### src/rtl/commit_ctrl.sv
// commit_ctrl -- dual-slot commit controller.
//   Consumes the two retiring writeback slots (slot 0 older) each cycle and
//   resolves exceptions, ERTN and IDLE in program order. All outputs are
//   registered, one cycle after the retiring inputs.
// Ports:
//   clk, rst_n (synchronous, active low)
//   commit_valid_i/exc_valid_i/ertn_i/idle_i/ll_set_i/ll_clr_i : per-slot flags
//   exc_ecode*/commit_pc*/commit_addr* : exception info per slot
//   reg_* / csr_* : GPR and CSR write requests per slot
//   eentry_i, era_i, int_pending_i : CSR-side inputs
//   rf_* / csr_* outputs : architectural write strobes and data
//   exc_* / ertn_commit_o : exception record and ERTN restore
//   flush_o / flush_target_o : pipeline kill + redirect
//   llbit_o, idle_stall_o
// Optional: define COMMIT_DIFFTEST_EN to add per-slot difftest trace ports
//   (plus commit_inst0_i/commit_inst1_i instruction words to trace).
module commit_ctrl #(
  parameter int unsigned          PC_W     = 32,
  parameter logic [PC_W-1:0]      RESET_PC = 'h1c000000
) (
  input  logic                 clk,
  input  logic                 rst_n,
  input  logic [1:0]           commit_valid_i,
  input  logic [1:0]           exc_valid_i,
  input  logic [5:0]           exc_ecode0_i,
  input  logic [5:0]           exc_ecode1_i,
  input  logic [PC_W-1:0]      commit_pc0_i,
  input  logic [PC_W-1:0]      commit_pc1_i,
  input  logic [PC_W-1:0]      commit_addr0_i,
  input  logic [PC_W-1:0]      commit_addr1_i,
  input  logic [1:0]           ertn_i,
  input  logic [1:0]           idle_i,
  input  logic [1:0]           ll_set_i,
  input  logic [1:0]           ll_clr_i,
  input  logic [1:0]           reg_we_i,
  input  logic [4:0]           reg_waddr0_i,
  input  logic [4:0]           reg_waddr1_i,
  input  logic [31:0]          reg_wdata0_i,
  input  logic [31:0]          reg_wdata1_i,
  input  logic [1:0]           csr_we_i,
  input  logic [13:0]          csr_addr0_i,
  input  logic [13:0]          csr_addr1_i,
  input  logic [31:0]          csr_wdata0_i,
  input  logic [31:0]          csr_wdata1_i,
  input  logic [PC_W-1:0]      eentry_i,
  input  logic [PC_W-1:0]      era_i,
  input  logic                 int_pending_i,
`ifdef COMMIT_DIFFTEST_EN
  input  logic [31:0]          commit_inst0_i,
  input  logic [31:0]          commit_inst1_i,
  output logic [PC_W-1:0]      debug_wb_pc0_o,
  output logic [PC_W-1:0]      debug_wb_pc1_o,
  output logic [31:0]          debug_wb_inst0_o,
  output logic [31:0]          debug_wb_inst1_o,
  output logic [1:0]           debug_wb_rf_we_o,
  output logic [4:0]           debug_wb_rf_wnum0_o,
  output logic [4:0]           debug_wb_rf_wnum1_o,
  output logic [31:0]          debug_wb_rf_wdata0_o,
  output logic [31:0]          debug_wb_rf_wdata1_o,
  output logic [1:0]           inst_valid_o,
  output logic                 excp_flush_o,
  output logic                 ertn_flush_o,
  output logic [5:0]           ecode_o,
`endif
  output logic [1:0]           rf_we_o,
  output logic [4:0]           rf_waddr0_o,
  output logic [4:0]           rf_waddr1_o,
  output logic [31:0]          rf_wdata0_o,
  output logic [31:0]          rf_wdata1_o,
  output logic [1:0]           csr_we_o,
  output logic [13:0]          csr_addr0_o,
  output logic [13:0]          csr_addr1_o,
  output logic [31:0]          csr_wdata0_o,
  output logic [31:0]          csr_wdata1_o,
  output logic                 exc_commit_o,
  output logic [PC_W-1:0]      exc_pc_o,
  output logic [PC_W-1:0]      exc_badv_o,
  output logic [5:0]           exc_ecode_o,
  output logic                 ertn_commit_o,
  output logic                 flush_o,
  output logic [PC_W-1:0]      flush_target_o,
  output logic                 llbit_o,
  output logic                 idle_stall_o
);

  typedef enum logic [1:0] {ST_RUN, ST_FLUSH, ST_IDLE} state_e;

  state_e state_q, state_d;

  logic [1:0]      rf_we_q, rf_we_d, csr_we_q, csr_we_d;
  logic [4:0]      rf_waddr0_q, rf_waddr1_q;
  logic [31:0]     rf_wdata0_q, rf_wdata1_q, csr_wdata0_q, csr_wdata1_q;
  logic [13:0]     csr_addr0_q, csr_addr1_q;
  logic            exc_commit_q, exc_commit_d, ertn_commit_q, ertn_commit_d;
  logic            flush_q, flush_d, llbit_q, llbit_d;
  logic [PC_W-1:0] exc_pc_q, exc_pc_d, exc_badv_q, exc_badv_d;
  logic [PC_W-1:0] target_q, target_d;
  logic [5:0]      exc_ecode_q, exc_ecode_d;

  // Slot resolution shared by next-state and output logic.
  logic [1:0]      v, stop, cmt;
  logic            sel, any_stop, sel_exc, sel_ertn, sel_idle;
  logic [PC_W-1:0] sel_pc;

  always_comb begin
    v        = (state_q == ST_RUN) ? commit_valid_i : '0;
    stop     = v & (exc_valid_i | ertn_i | idle_i);
    // A slot's effects commit unless it excepts or an older slot stopped.
    cmt[0]   = v[0] & ~exc_valid_i[0];
    cmt[1]   = v[1] & ~stop[0] & ~exc_valid_i[1];
    sel      = ~stop[0];
    any_stop = |stop;
    sel_exc  = exc_valid_i[sel];
    sel_ertn = ertn_i[sel] & ~exc_valid_i[sel];
    sel_idle = idle_i[sel] & ~exc_valid_i[sel] & ~ertn_i[sel];
    sel_pc   = sel ? commit_pc1_i : commit_pc0_i;
  end

  always_comb begin
    state_d = state_q;
    unique case (state_q)
      ST_RUN:   if (any_stop) state_d = sel_idle ? ST_IDLE : ST_FLUSH;
      ST_FLUSH: state_d = ST_RUN;
      ST_IDLE:  if (int_pending_i) state_d = ST_RUN;
      default:  state_d = ST_RUN;
    endcase
  end

  always_comb begin
    rf_we_d[0] = cmt[0] & reg_we_i[0] & (reg_waddr0_i != 5'd0);
    rf_we_d[1] = cmt[1] & reg_we_i[1] & (reg_waddr1_i != 5'd0);
    if (rf_we_d[1] && reg_waddr0_i == reg_waddr1_i) rf_we_d[0] = 1'b0;
    csr_we_d   = cmt & csr_we_i;
    if (csr_we_d[1] && csr_addr0_i == csr_addr1_i) csr_we_d[0] = 1'b0;

    llbit_d = llbit_q;
    for (int unsigned k = 0; k < 2; k++) begin
      if (cmt[k]) begin
        if (ll_set_i[k]) llbit_d = 1'b1;
        if (ll_clr_i[k] || ertn_i[k]) llbit_d = 1'b0;
      end
    end

    flush_d       = any_stop;
    exc_commit_d  = any_stop & sel_exc;
    ertn_commit_d = any_stop & sel_ertn;

    exc_pc_d    = exc_pc_q;
    exc_badv_d  = exc_badv_q;
    exc_ecode_d = exc_ecode_q;
    if (exc_commit_d) begin
      exc_pc_d    = sel_pc;
      exc_badv_d  = sel ? commit_addr1_i : commit_addr0_i;
      exc_ecode_d = sel ? exc_ecode1_i : exc_ecode0_i;
    end

    target_d = target_q;
    if (any_stop) begin
      if (sel_exc)       target_d = eentry_i;
      else if (sel_ertn) target_d = era_i;
      else               target_d = sel_pc + PC_W'(4);
    end
  end

  always_ff @(posedge clk) begin
    if (!rst_n) begin
      state_q       <= ST_RUN;
      rf_we_q       <= '0;
      rf_waddr0_q   <= '0;
      rf_waddr1_q   <= '0;
      rf_wdata0_q   <= '0;
      rf_wdata1_q   <= '0;
      csr_we_q      <= '0;
      csr_addr0_q   <= '0;
      csr_addr1_q   <= '0;
      csr_wdata0_q  <= '0;
      csr_wdata1_q  <= '0;
      exc_commit_q  <= 1'b0;
      exc_pc_q      <= '0;
      exc_badv_q    <= '0;
      exc_ecode_q   <= '0;
      ertn_commit_q <= 1'b0;
      flush_q       <= 1'b0;
      target_q      <= RESET_PC;
      llbit_q       <= 1'b0;
    end else begin
      state_q       <= state_d;
      rf_we_q       <= rf_we_d;
      rf_waddr0_q   <= reg_waddr0_i;
      rf_waddr1_q   <= reg_waddr1_i;
      rf_wdata0_q   <= reg_wdata0_i;
      rf_wdata1_q   <= reg_wdata1_i;
      csr_we_q      <= csr_we_d;
      csr_addr0_q   <= csr_addr0_i;
      csr_addr1_q   <= csr_addr1_i;
      csr_wdata0_q  <= csr_wdata0_i;
      csr_wdata1_q  <= csr_wdata1_i;
      exc_commit_q  <= exc_commit_d;
      exc_pc_q      <= exc_pc_d;
      exc_badv_q    <= exc_badv_d;
      exc_ecode_q   <= exc_ecode_d;
      ertn_commit_q <= ertn_commit_d;
      flush_q       <= flush_d;
      target_q      <= target_d;
      llbit_q       <= llbit_d;
    end
  end

  assign rf_we_o        = rf_we_q;
  assign rf_waddr0_o    = rf_waddr0_q;
  assign rf_waddr1_o    = rf_waddr1_q;
  assign rf_wdata0_o    = rf_wdata0_q;
  assign rf_wdata1_o    = rf_wdata1_q;
  assign csr_we_o       = csr_we_q;
  assign csr_addr0_o    = csr_addr0_q;
  assign csr_addr1_o    = csr_addr1_q;
  assign csr_wdata0_o   = csr_wdata0_q;
  assign csr_wdata1_o   = csr_wdata1_q;
  assign exc_commit_o   = exc_commit_q;
  assign exc_pc_o       = exc_pc_q;
  assign exc_badv_o     = exc_badv_q;
  assign exc_ecode_o    = exc_ecode_q;
  assign ertn_commit_o  = ertn_commit_q;
  assign flush_o        = flush_q;
  assign flush_target_o = target_q;
  assign llbit_o        = llbit_q;
  assign idle_stall_o   = (state_q == ST_IDLE);

`ifdef COMMIT_DIFFTEST_EN
  always_ff @(posedge clk) begin
    if (!rst_n) begin
      debug_wb_pc0_o       <= '0;
      debug_wb_pc1_o       <= '0;
      debug_wb_inst0_o     <= '0;
      debug_wb_inst1_o     <= '0;
      debug_wb_rf_we_o     <= '0;
      debug_wb_rf_wnum0_o  <= '0;
      debug_wb_rf_wnum1_o  <= '0;
      debug_wb_rf_wdata0_o <= '0;
      debug_wb_rf_wdata1_o <= '0;
      inst_valid_o         <= '0;
      excp_flush_o         <= 1'b0;
      ertn_flush_o         <= 1'b0;
      ecode_o              <= '0;
    end else begin
      debug_wb_pc0_o       <= commit_pc0_i;
      debug_wb_pc1_o       <= commit_pc1_i;
      debug_wb_inst0_o     <= commit_inst0_i;
      debug_wb_inst1_o     <= commit_inst1_i;
      debug_wb_rf_we_o     <= rf_we_d;
      debug_wb_rf_wnum0_o  <= reg_waddr0_i;
      debug_wb_rf_wnum1_o  <= reg_waddr1_i;
      debug_wb_rf_wdata0_o <= reg_wdata0_i;
      debug_wb_rf_wdata1_o <= reg_wdata1_i;
      inst_valid_o         <= cmt;
      excp_flush_o         <= exc_commit_d;
      ertn_flush_o         <= ertn_commit_d;
      ecode_o              <= exc_commit_d ? exc_ecode_d : '0;
    end
  end
`endif

endmodule
### config.mk
export PLATFORM = sky130hd
export DESIGN_NAME = commit_ctrl
export DESIGN_NICKNAME = d
export VERILOG_FILES = /design/src/rtl/commit_ctrl.sv
export SDC_FILE = /design/constraint.sdc
export NUM_CORES = 1
export LEC_CHECK = 0
export BUFFER_PORTS_ARGS = -buffer_cell sky130_fd_sc_hd__buf_2
export CAP_MARGIN = 20
export CORE_AREA = 2 2 262 264
export CTS_BUF_LIST = sky130_fd_sc_hd__clkbuf_8
export DETAILED_ROUTE_END_ITERATION = 16
export DIE_AREA = 0 0 264 266
export PLACE_DENSITY = 0.43
export SYNTH_ARGS = -nofsm -noshare
export SYNTH_HDL_FRONTEND = slang
export SYNTH_SLANG_ARGS = --single-unit
### constraint.sdc
create_clock -name clk -period 4.3 [get_ports clk]
set_input_delay 0.86 -clock clk [delete_from_list [all_inputs] [get_ports clk]]
set_output_delay 0.86 -clock clk [all_outputs]
set_load 0.02 [all_outputs]
==> results_dict.tcl, run 1 <==
set metrics [dict create \
    status "completed" \
    syn-cell-area_um2 10880 \
    min_path_type "input pin to register" \
    pwr-share-clk_pct 42.8 \
    finalSetupViolCount 0 \
    ys_seq_elements 278 \
    h-tree-depth 2 \
    drv_slew 0 \
    cts_resized 0 \
    yosys.area.top_type "dfxtp_1" \
    startpoint_type "register" \
    grt_max_degree 166 \
    p_int_uw 5360 \
    io_buffers 665 \
    min_period_over_period_pct 74.13 \
    place.gp.congestion 0.8538 \
    p_sw_share_pct 30.62 \
    reg2reg_depth 10 \
    synth_edf_count 0 \
    leakage_uw 0.007737 \
    r2r-end "flush_target_o[26]" \
    rows 96 \
    overflow 0 \
    worst_setup_path_end_kind "register" \
    synth-main-ff-cell "dfxtp_1" \
    clock_latency_ns 0.64 \
    comb_power_share_pct 19.9 \
    dp_hpwl_um 46700 \
    crit_required_ns 4.85 \
    cts_tree "built" \
    ys_seq_area_share_pct 51.17 \
    drt_iter0_markers 696 \
    wl_um 57930 \
    whs_ns 0.4341 \
    drive_gt1_share_pct 42.08 \
    die_x_um 264 \
    syn-instance-count 1195 \
    track_usage_pct 15.65 \
    cts_root_buffer "clkbuf_8" \
    cp_top_family "simple AND/OR/NAND/NOR gates" \
    clk_pin_slew_ns 0.06 \
    cp_slowest_stage_delay_ns 0.53 \
    ys_top_cells_by_area "dfxtp_1 (51%), and2_1 (9.9%), nand2_1 (5.5%), a311oi_1 (4.1%), nor2_1 (3.4%)" \
    holdPathEnd "rf_wdata1_o[4]" \
    p_seq_share_pct 37.4 \
    avgViaCountPerCell 4.188 \
    grt_pass1_wl_um 81080 \
    fin_setup_tns_ns 0 \
    hold_viol 0 \
    synthTopCellsByCount "dfxtp_1 (278), and2_1 (172), nand2_1 (159)" \
    synth_area_per_cell_um2 9.102 \
    start_util_pct 16.06 \
    holdPathStages 2 \
    worstMarginPinSlew_ns 0.9126 \
    first_global_vias 11430 \
    max_freq_mhz 313.7 \
    ff2ff_setup_slack_ns 1.11 \
    cts_sinks 278 \
    antenna_found_initial 44 \
    synth.distinct_cells 71 \
    holdBufCountCts 0 \
    p_per_area_nw_per_um2 465.8 \
    synthToLayoutAreaGrowth_pct 52.49 \
    fin_nets 2244 \
    num_vias 11700 \
    rsz0062_at_grt "false" \
    cts_setup_buffers 0 \
    die_area_um2 70220 \
    synth_top_area_share_pct 51.17 \
    period_minus_slack_ns 3.187 \
    max-slew-margin-rel_pct 39.15 \
    crit_chain "or3b_1, nor2_4, nand2_1, nand2_1, ha_1, nand3_1, o32a_1, or3_1, and3_1, o311ai_1" \
    ant_nets 0 \
    wl_per_cell_um 20.74 \
    worst-setup-path-type "register to register" \
    cts_buffers 56 \
    critical_path_arrival_ns 3.74 \
    clock_skew_ns 0.03427 \
    cp.buffers_inverters 0 \
    clock_path_buffers 3 \
    yosys_warnings 0 \
    critPathMaxFanout 15 \
    cp_common_cell "nand2_1" \
    synth.net_count 1585 \
    max-cap-violations 0 \
    p_sw_uw 2365 \
    ioPinCount 666 \
    dr.pass1.iters 5 \
    timing.rr.start "state_q[1]" \
    min_from "reg_wdata1_i[4]" \
    die_h_um 266 \
    ir_worst_vdd_uv 168.8 \
    worst_path_max_delay_cell "o32a_1" \
    ys_async_sr_fraction_pct 0 \
    route.detailed.drc 0 \
    core_area_um2 67750 \
    synth.most_common_cell "dfxtp_1" \
]
==> flip-flops by register name, indices dropped and copies added (netlist names), 2 cells and up <==
signal,flops
csr_addr0_o,14
csr_addr1_o,14
csr_wdata0_o,32
csr_wdata1_o,32
csr_we_o,2
exc_badv_o,32
exc_ecode_o,6
exc_pc_o,32
flush_target_o,32
rf_waddr0_o,5
rf_waddr1_o,5
rf_wdata0_o,32
rf_wdata1_o,32
rf_we_o,2
state_q,2
==> worst max-delay path by stage <==
stage               depth (start not counted)       start  slack [ns]            endpoint
floorplan                                  16   ertn_i[0]        0.24  flush_target_o[26]
global placement                           11   ertn_i[0]        0.53  flush_target_o[26]
detailed placement                         11   ertn_i[0]        0.52  flush_target_o[26]
CTS                                        10  state_q[1]        1.11  flush_target_o[26]
global route                               10  state_q[0]        0.91  flush_target_o[26]
finish                                     10  state_q[1]        1.11  flush_target_o[26]
==> final cells by class <==
class                           count  area, um^2
Clock buffer                       81        1115
Fill cell                        7473       51160
Inverter                            6       22.52
Timing Repair Buffer              686        3513
Multi-Input combinational cell    826        4966
Tap cell                          882        1104
Clock inverter                     24       275.3
Antenna cell                       10       25.02
Sequential cell                   278        5565
==> per-stage QoR <==
stage | setup slack (ns) | cells | power [uW] | instance area (um^2) | util [%]
finish | 1.113 | 2793 | 7726 | 16590 | 24.48
global route | 0.9087 | 2786 | 8117 | 16570 | 24.46
CTS | 1.114 | 2783 | 7868 | 16560 | 24.45
detailed placement | 0.5196 | 2678 | 4493 | 15170 | 22.39
global placement | 0.5258 | 2677 | 4485 | 15160 | 22.38
floorplan | 0.2373 | 1195 | 3754 | 10880 | -
==> routing by layer <==
layer | track usage, % | share of wire (%)
met1 | 18.94 | 41
met2 | 25.43 | 46
met3 | 6.590 | 9.7
met4 | 4.162 | 2.4
met5 | 0 | 0.49
==> power by group through the flow <==
stage	Clock, uW	Sequential (uW)	Combinational, uW
2_1_floorplan	0	3200	559
3_3_place_gp	0	2940	1540
3_5_place_dp	0	2940	1550
4_1_cts	3420	2890	1560
5_1_grt	3550	2910	1660
6_report	3300	2890	1530
==> placed cells by master (no fill, tap or decap), drive strengths merged, types with 22 or more instances in the layout <==
cell type / instances
clkbuf: 81
nor2: 100
dfxtp: 278
a21oi: 34
nor3: 22
buf: 686
a311oi: 51
a211oi: 23
nand2: 159
nand3: 23
o21ai: 38
and2: 173
==> cell families after synthesis <==
logic type	share of synthesized area, %
AO/OA/AOI/OAI	16.06
flip-flops	51.17
multiplexers	1.576
buffers and inverters	3.428
XOR/XNOR	2.818
AND/OR/NAND/NOR	24.84
adder cells (fa/ha/maj)	0.1150
(Power assumes the default switching activity.)
==> run 2, diff against run 1 <==
- PLACE_DENSITY: 0.43 -> 0.42
- clock period: 4.3 -> 3.3 ns (I/O delays scaled with it)
==> results_dict.tcl, run 2 (synthesized netlist as in run 1, its figures left out) <==
set metrics [dict create \
    status "completed" \
    pwr-share-clk_pct 36.6 \
    crit_required_ns 3.87 \
    track_usage_pct 16.13 \
    min_period_over_period_pct 93.44 \
    die_area_um2 70220 \
    max_freq_mhz 324.3 \
    io_buffers 665 \
    clock_path_buffers 3 \
    cp.buffers_inverters 1 \
    min_path_type "input pin to register" \
    leakage_uw 0.007761 \
    ir_worst_vdd_uv 229.9 \
    grt_pass1_wl_um 83100 \
    synthToLayoutAreaGrowth_pct 51.59 \
    worst-setup-path-type "register to register" \
    cts_sinks 278 \
    cp_top_family "compound AO/OA/AOI/OAI gates" \
    num_vias 11820 \
    drt_iter0_markers 614 \
    period_minus_slack_ns 3.083 \
    cts_root_buffer "clkbuf_8" \
    critPathMaxFanout 9 \
    cts_setup_buffers 0 \
    clk_pin_slew_ns 0.06 \
    fin_area_um2 16490 \
    setup_ws_ns 0.2165 \
    p_per_area_nw_per_um2 561.2 \
    die_x_um 264 \
    crit_chain "or3b_1, nor2_4, nand2_1, nand2_1, ha_2, buf_4, a41o_1, nor2_1, a2111oi_0, a211oi_1, o21ai_0" \
    core_area_um2 67750 \
    place_area_um2 15440 \
    rsz0062_at_grt "false" \
    h-tree-depth 2 \
    worst_setup_path_end_kind "register" \
    fillCellCount 7535 \
    cts_resized 0 \
    startpoint_type "register" \
    ff2ff_setup_slack_ns 0.22 \
    place_ws_ns -0.06447 \
    final_common_cell "buf_2" \
    rows 96 \
    max-slew-margin-rel_pct 27.19 \
    fin_setup_tns_ns 0 \
    dp_cells 2709 \
    worstMarginPinSlew_ns 1.065 \
    wl_um 59710 \
    ioPinCount 666 \
    route.detailed.drc 0 \
    place.gp.congestion 0.8641 \
    cp_common_cell "nand2_1" \
    die_h_um 266 \
    avgViaCountPerCell 4.205 \
    clock_latency_ns 0.64 \
    critical_path_arrival_ns 3.65 \
    cts_tree "built" \
    holdBufCountCts 0 \
    p_sw_share_pct 33.04 \
    dr.pass1.iters 5 \
    p_seq_share_pct 40.7 \
    fin_nets 2274 \
    clock_skew_ns 0.03167 \
    p_sw_uw 3057 \
    dp_hpwl_um 48480 \
    drive_gt1_share_pct 42.17 \
    worst_path_max_delay_cell "a2111oi_0" \
    start_util_pct 16.06 \
    cp_slowest_stage_delay_ns 0.93 \
    first_global_vias 11540 \
    mostFrequentLayoutCells "buf_2 (664), dfxtp_1 (278), and2_1 (172)" \
    hold_viol 0 \
    ant_nets 0 \
    drv_slew 0 \
    postLayoutCoreUtil_pct 24.34 \
    finalSetupViolCount 0 \
    antenna_found_initial 37 \
    overflow 0 \
    max-cap-violations 0 \
    instances_no_fill 2810 \
    p_int_uw 6197 \
    cts_buffers 54 \
    wl_per_cell_um 21.25 \
    comb_power_share_pct 22.7 \
    grt_max_degree 110 \
]
-- run 2: through the flow --
stage	power (uW)	hold slack [ns]
after CTS	9459	0.1352
after detailed placement	5957	0.4398
after global placement	5946	0.4345
after floorplan	4908	0.5246
after global routing	9760	0.1743
final	9254	0.2271
-- run 2: final cells by class --
type                            instances  area [um^2]  area share [%]
Multi-Input combinational cell        826         4974           30.16
Antenna cell                            7        17.52          0.1062
Sequential cell                       278         5565           33.75
Timing Repair Buffer                  718         3779           22.92
Tap cell                              882         1104           6.693
Clock buffer                           59        812.0           4.925
Clock inverter                         34        215.2           1.305
Inverter                                6        22.52          0.1366
-- run 2: layer usage --
metal / wire [um] / global-route usage, % / part of all wire (%) / vias to the layer above
li1: - / - / - / 5580
met1: 25270 / 19.79 / 42 / 5604
met2: 27960 / 26.78 / 47 / 496
met3: 5146 / 5.906 / 8.6 / 103
met4: 1111 / 3.854 / 1.9 / 34
met5: 223 / 0 / 0.37 / -
-- run 2: path summary, 6_finish.rpt --
check / start / end / cells after the start
worst max register to register: state_q[1] / flush_target_o[10] / 11
worst max-delay path: state_q[1] / flush_target_o[10] / 11
worst min register to register: flush_target_o[7] / flush_target_o[7] / 2
worst min-delay path: csr_wdata0_i[29] / csr_wdata0_o[29] / 2
-- run 2: worst register-to-register path: stages, from the launching register on --
cell and delay, ns:
dfxtp_1 0.36, or3b_1 0.45, nor2_4 0.15, nand2_1 0.09
nand2_1 0.10, ha_2 0.22, buf_4 0.17, a41o_1 0.18
nor2_1 0.04, a2111oi_0 0.94, a211oi_1 0.12, o21ai_0 0.19
-- run 2: power by group through the flow --
stage               combinational (uW)  clock, uW  sequential (uW)
CTS                               2130       3560             3760
global placement                  2110          0             3830
detailed placement                2120          0             3830
finish                            2100       3390             3760
floorplan                          744          0             4160
global route                      2270       3700             3790
==> run 3, diff against run 2 <==
- ABC_AREA: default -> 1
- CORE_AREA: 2 2 262 264 -> 2 2 258 260
- DIE_AREA: 0 0 264 266 -> 0 0 260 262
- PLACE_DENSITY: 0.42 -> 0.43
- clock period: 3.3 -> 3.9 ns (I/O delays scaled with it)
==> results_dict.tcl, run 3 <==
set metrics [dict create \
    status "completed" \
    avgViaCountPerCell 3.952 \
    cp_top_family "simple AND/OR/NAND/NOR gates" \
    cts_tree "built" \
    worst-setup-path-type "input pin to register" \
    core_area_um2 65280 \
    instances_no_fill 3035 \
    p_per_area_nw_per_um2 482.3 \
    dr.pass1.iters 5 \
    drive_gt1_share_pct 38.50 \
    route.detailed.drc 0 \
    synth.distinct_cells 57 \
    h-tree-depth 2 \
    cts_resized 0 \
    cts_root_buffer "clkbuf_8" \
    period_minus_slack_ns 2.800 \
    die_area_um2 68120 \
    yosys_warnings 0 \
    max_freq_mhz 357.1 \
    worst_setup_path_end_kind "register" \
    die_x_um 260 \
    num_vias 11990 \
    cp_slowest_stage_delay_ns 0.31 \
    max-cap-violations 0 \
    critical_path_arrival_ns 3.34 \
    rows 94 \
    fin_setup_tns_ns 0 \
    syn-cell-area_um2 11140 \
    leakage_uw 0.009290 \
    fin_nets 2519 \
    yosys.area.top_type "dfxtp_1" \
    synthTopCellsByCount "nand2_1 (408), dfxtp_1 (278), inv_1 (244)" \
    ff2ff_setup_slack_ns 1.21 \
    antenna_found_initial 11 \
    synth-main-ff-cell "dfxtp_1" \
    grt_max_degree 169 \
    worstMarginPinSlew_ns 0.8280 \
    crit_required_ns 4.44 \
    first_global_vias 12130 \
    synth.most_common_cell "nand2_1" \
    ys_seq_elements 278 \
    clock_latency_ns 0.65 \
    min_period_over_period_pct 71.80 \
    dp_cells 2938 \
    wl_um 54740 \
    startpoint_type "input pin" \
    critPathMaxFanout 29 \
    io_buffers 665 \
    min_path_type "input pin to register" \
    cp_common_cell "nor2_1" \
    syn-instance-count 1470 \
    worst_path_max_delay_cell "nand2_8" \
    holdPathStages 3 \
    drv_slew 0 \
    ioPinCount 666 \
    finalSetupViolCount 0 \
    track_usage_pct 15.10 \
    max-slew-margin-rel_pct 44.80 \
    ys_async_sr_fraction_pct 0 \
    dp_hpwl_um 43970 \
    rsz0062_at_grt "false" \
    ys_top_cells_by_area "dfxtp_1 (50%), nand2_1 (14%), inv_1 (8.2%), o21ai_0 (4.6%), a21oi_1 (2.8%)" \
    synth.net_count 1860 \
    synth_edf_count 0 \
    cts_setup_buffers 0 \
    wl_per_cell_um 18.04 \
    drt_iter0_markers 725 \
    cts_sinks 278 \
    crit_chain "buf_2, nor2_2, nand2_4, nand2_8, nand2_1, o21ai_4, ha_1, inv_1, nor2_4, nand2_2, nor2_1, nor2_1, o21ai_1, o221ai_1, a21oi_1" \
    synthToLayoutAreaGrowth_pct 47.38 \
    cp.buffers_inverters 2 \
    place.gp.congestion 0.8978 \
    reg2reg_depth 16 \
    clock_skew_ns 0.04543 \
    synth_top_area_share_pct 49.96 \
    ys_seq_area_share_pct 49.96 \
    clk_pin_slew_ns 0.06 \
    final_common_cell "buf_2" \
    worstSetupPathDepth 15 \
    die_h_um 262 \
    holdBufCountCts 0 \
    ant_nets 0 \
    start_util_pct 17.07 \
    grt_pass1_wl_um 76680 \
    hold_viol 0 \
    cts_buffers 53 \
    synth_area_per_cell_um2 7.579 \
    overflow 0 \
    ir_worst_vdd_uv 332.4 \
    clock_path_buffers 3 \
    mostFrequentLayoutCells "buf_2 (664), nand2_1 (408), dfxtp_1 (278)" \
]
run 3: cell count changes after synthesis, sizes merged, moves of 33 or more:
cell / before / now
nor2: 100 / 63
and2: 173 / 0
a311oi: 51 / 0
o21ai: 38 / 110
a31oi: 10 / 43
nand2: 159 / 429
inv: 6 / 254
run 3: through the flow:
step	setup slack, ns	hold WS (ns)	util, %	area (um^2)	total power (uW)
finish	1.100	0.3362	25.15	16420	7919
global route	0.8445	0.2679	25.15	16420	8347
CTS	1.097	0.2477	25.14	16410	8078
detailed placement	0.4036	0.4522	23.50	15340	5030
global placement	0.5219	0.4530	23.50	15340	5028
floorplan	1.249	0.4660	-	11140	4211
run 3: cells by family after synthesis:
family / count (synthesis) / share of synthesized area [%]
simple gates: 584 / 22.73
buf+inv: 330 / 11.84
flops: 278 / 49.96
compound gates: 259 / 13.93
xor+xnor: 16 / 1.258
mux: 2 / 0.1797
fa+ha+maj: 1 / 0.1123
run 3: report_power, final:
part	internal (uW)	switching, uW
logic	572	1190
registers	3080	108
clock network	1630	1340
run 3: tightest hold or removal path, cell delays in order:
cell and delay (ns):
buf_2 0.07, nand2_1 0.04, inv_1 0.04
run 3: path summary, 6_finish.rpt:
path	end	from
setup / recovery	flush_target_o[8]	ertn_i[0]
hold / removal	rf_wdata0_o[25]	reg_wdata0_i[25]
setup reg to reg	flush_target_o[8]	state_q[0]
hold reg to reg	flush_target_o[25]	flush_target_o[25]
run 3: metal layers:
layer	GRT usage, %	share of wire [%]	up-vias
met5	0	0.12	-
met4	6.928	3.7	12
met3	4.813	8.8	91
met2	26.63	50	546
met1	16.50	37	5421
li1	-	-	5923
run 3: final cells by class:
type / instances / area (um^2)
Multi-Input combinational cell: 862 / 4257
Sequential cell: 278 / 5565
Tap cell: 864 / 1081
Timing Repair Buffer: 679 / 3477
Clock buffer: 61 / 839.6
Clock inverter: 31 / 227.7
Fill cell: 7457 / 48860
Antenna cell: 5 / 12.51
Inverter: 255 / 959.7
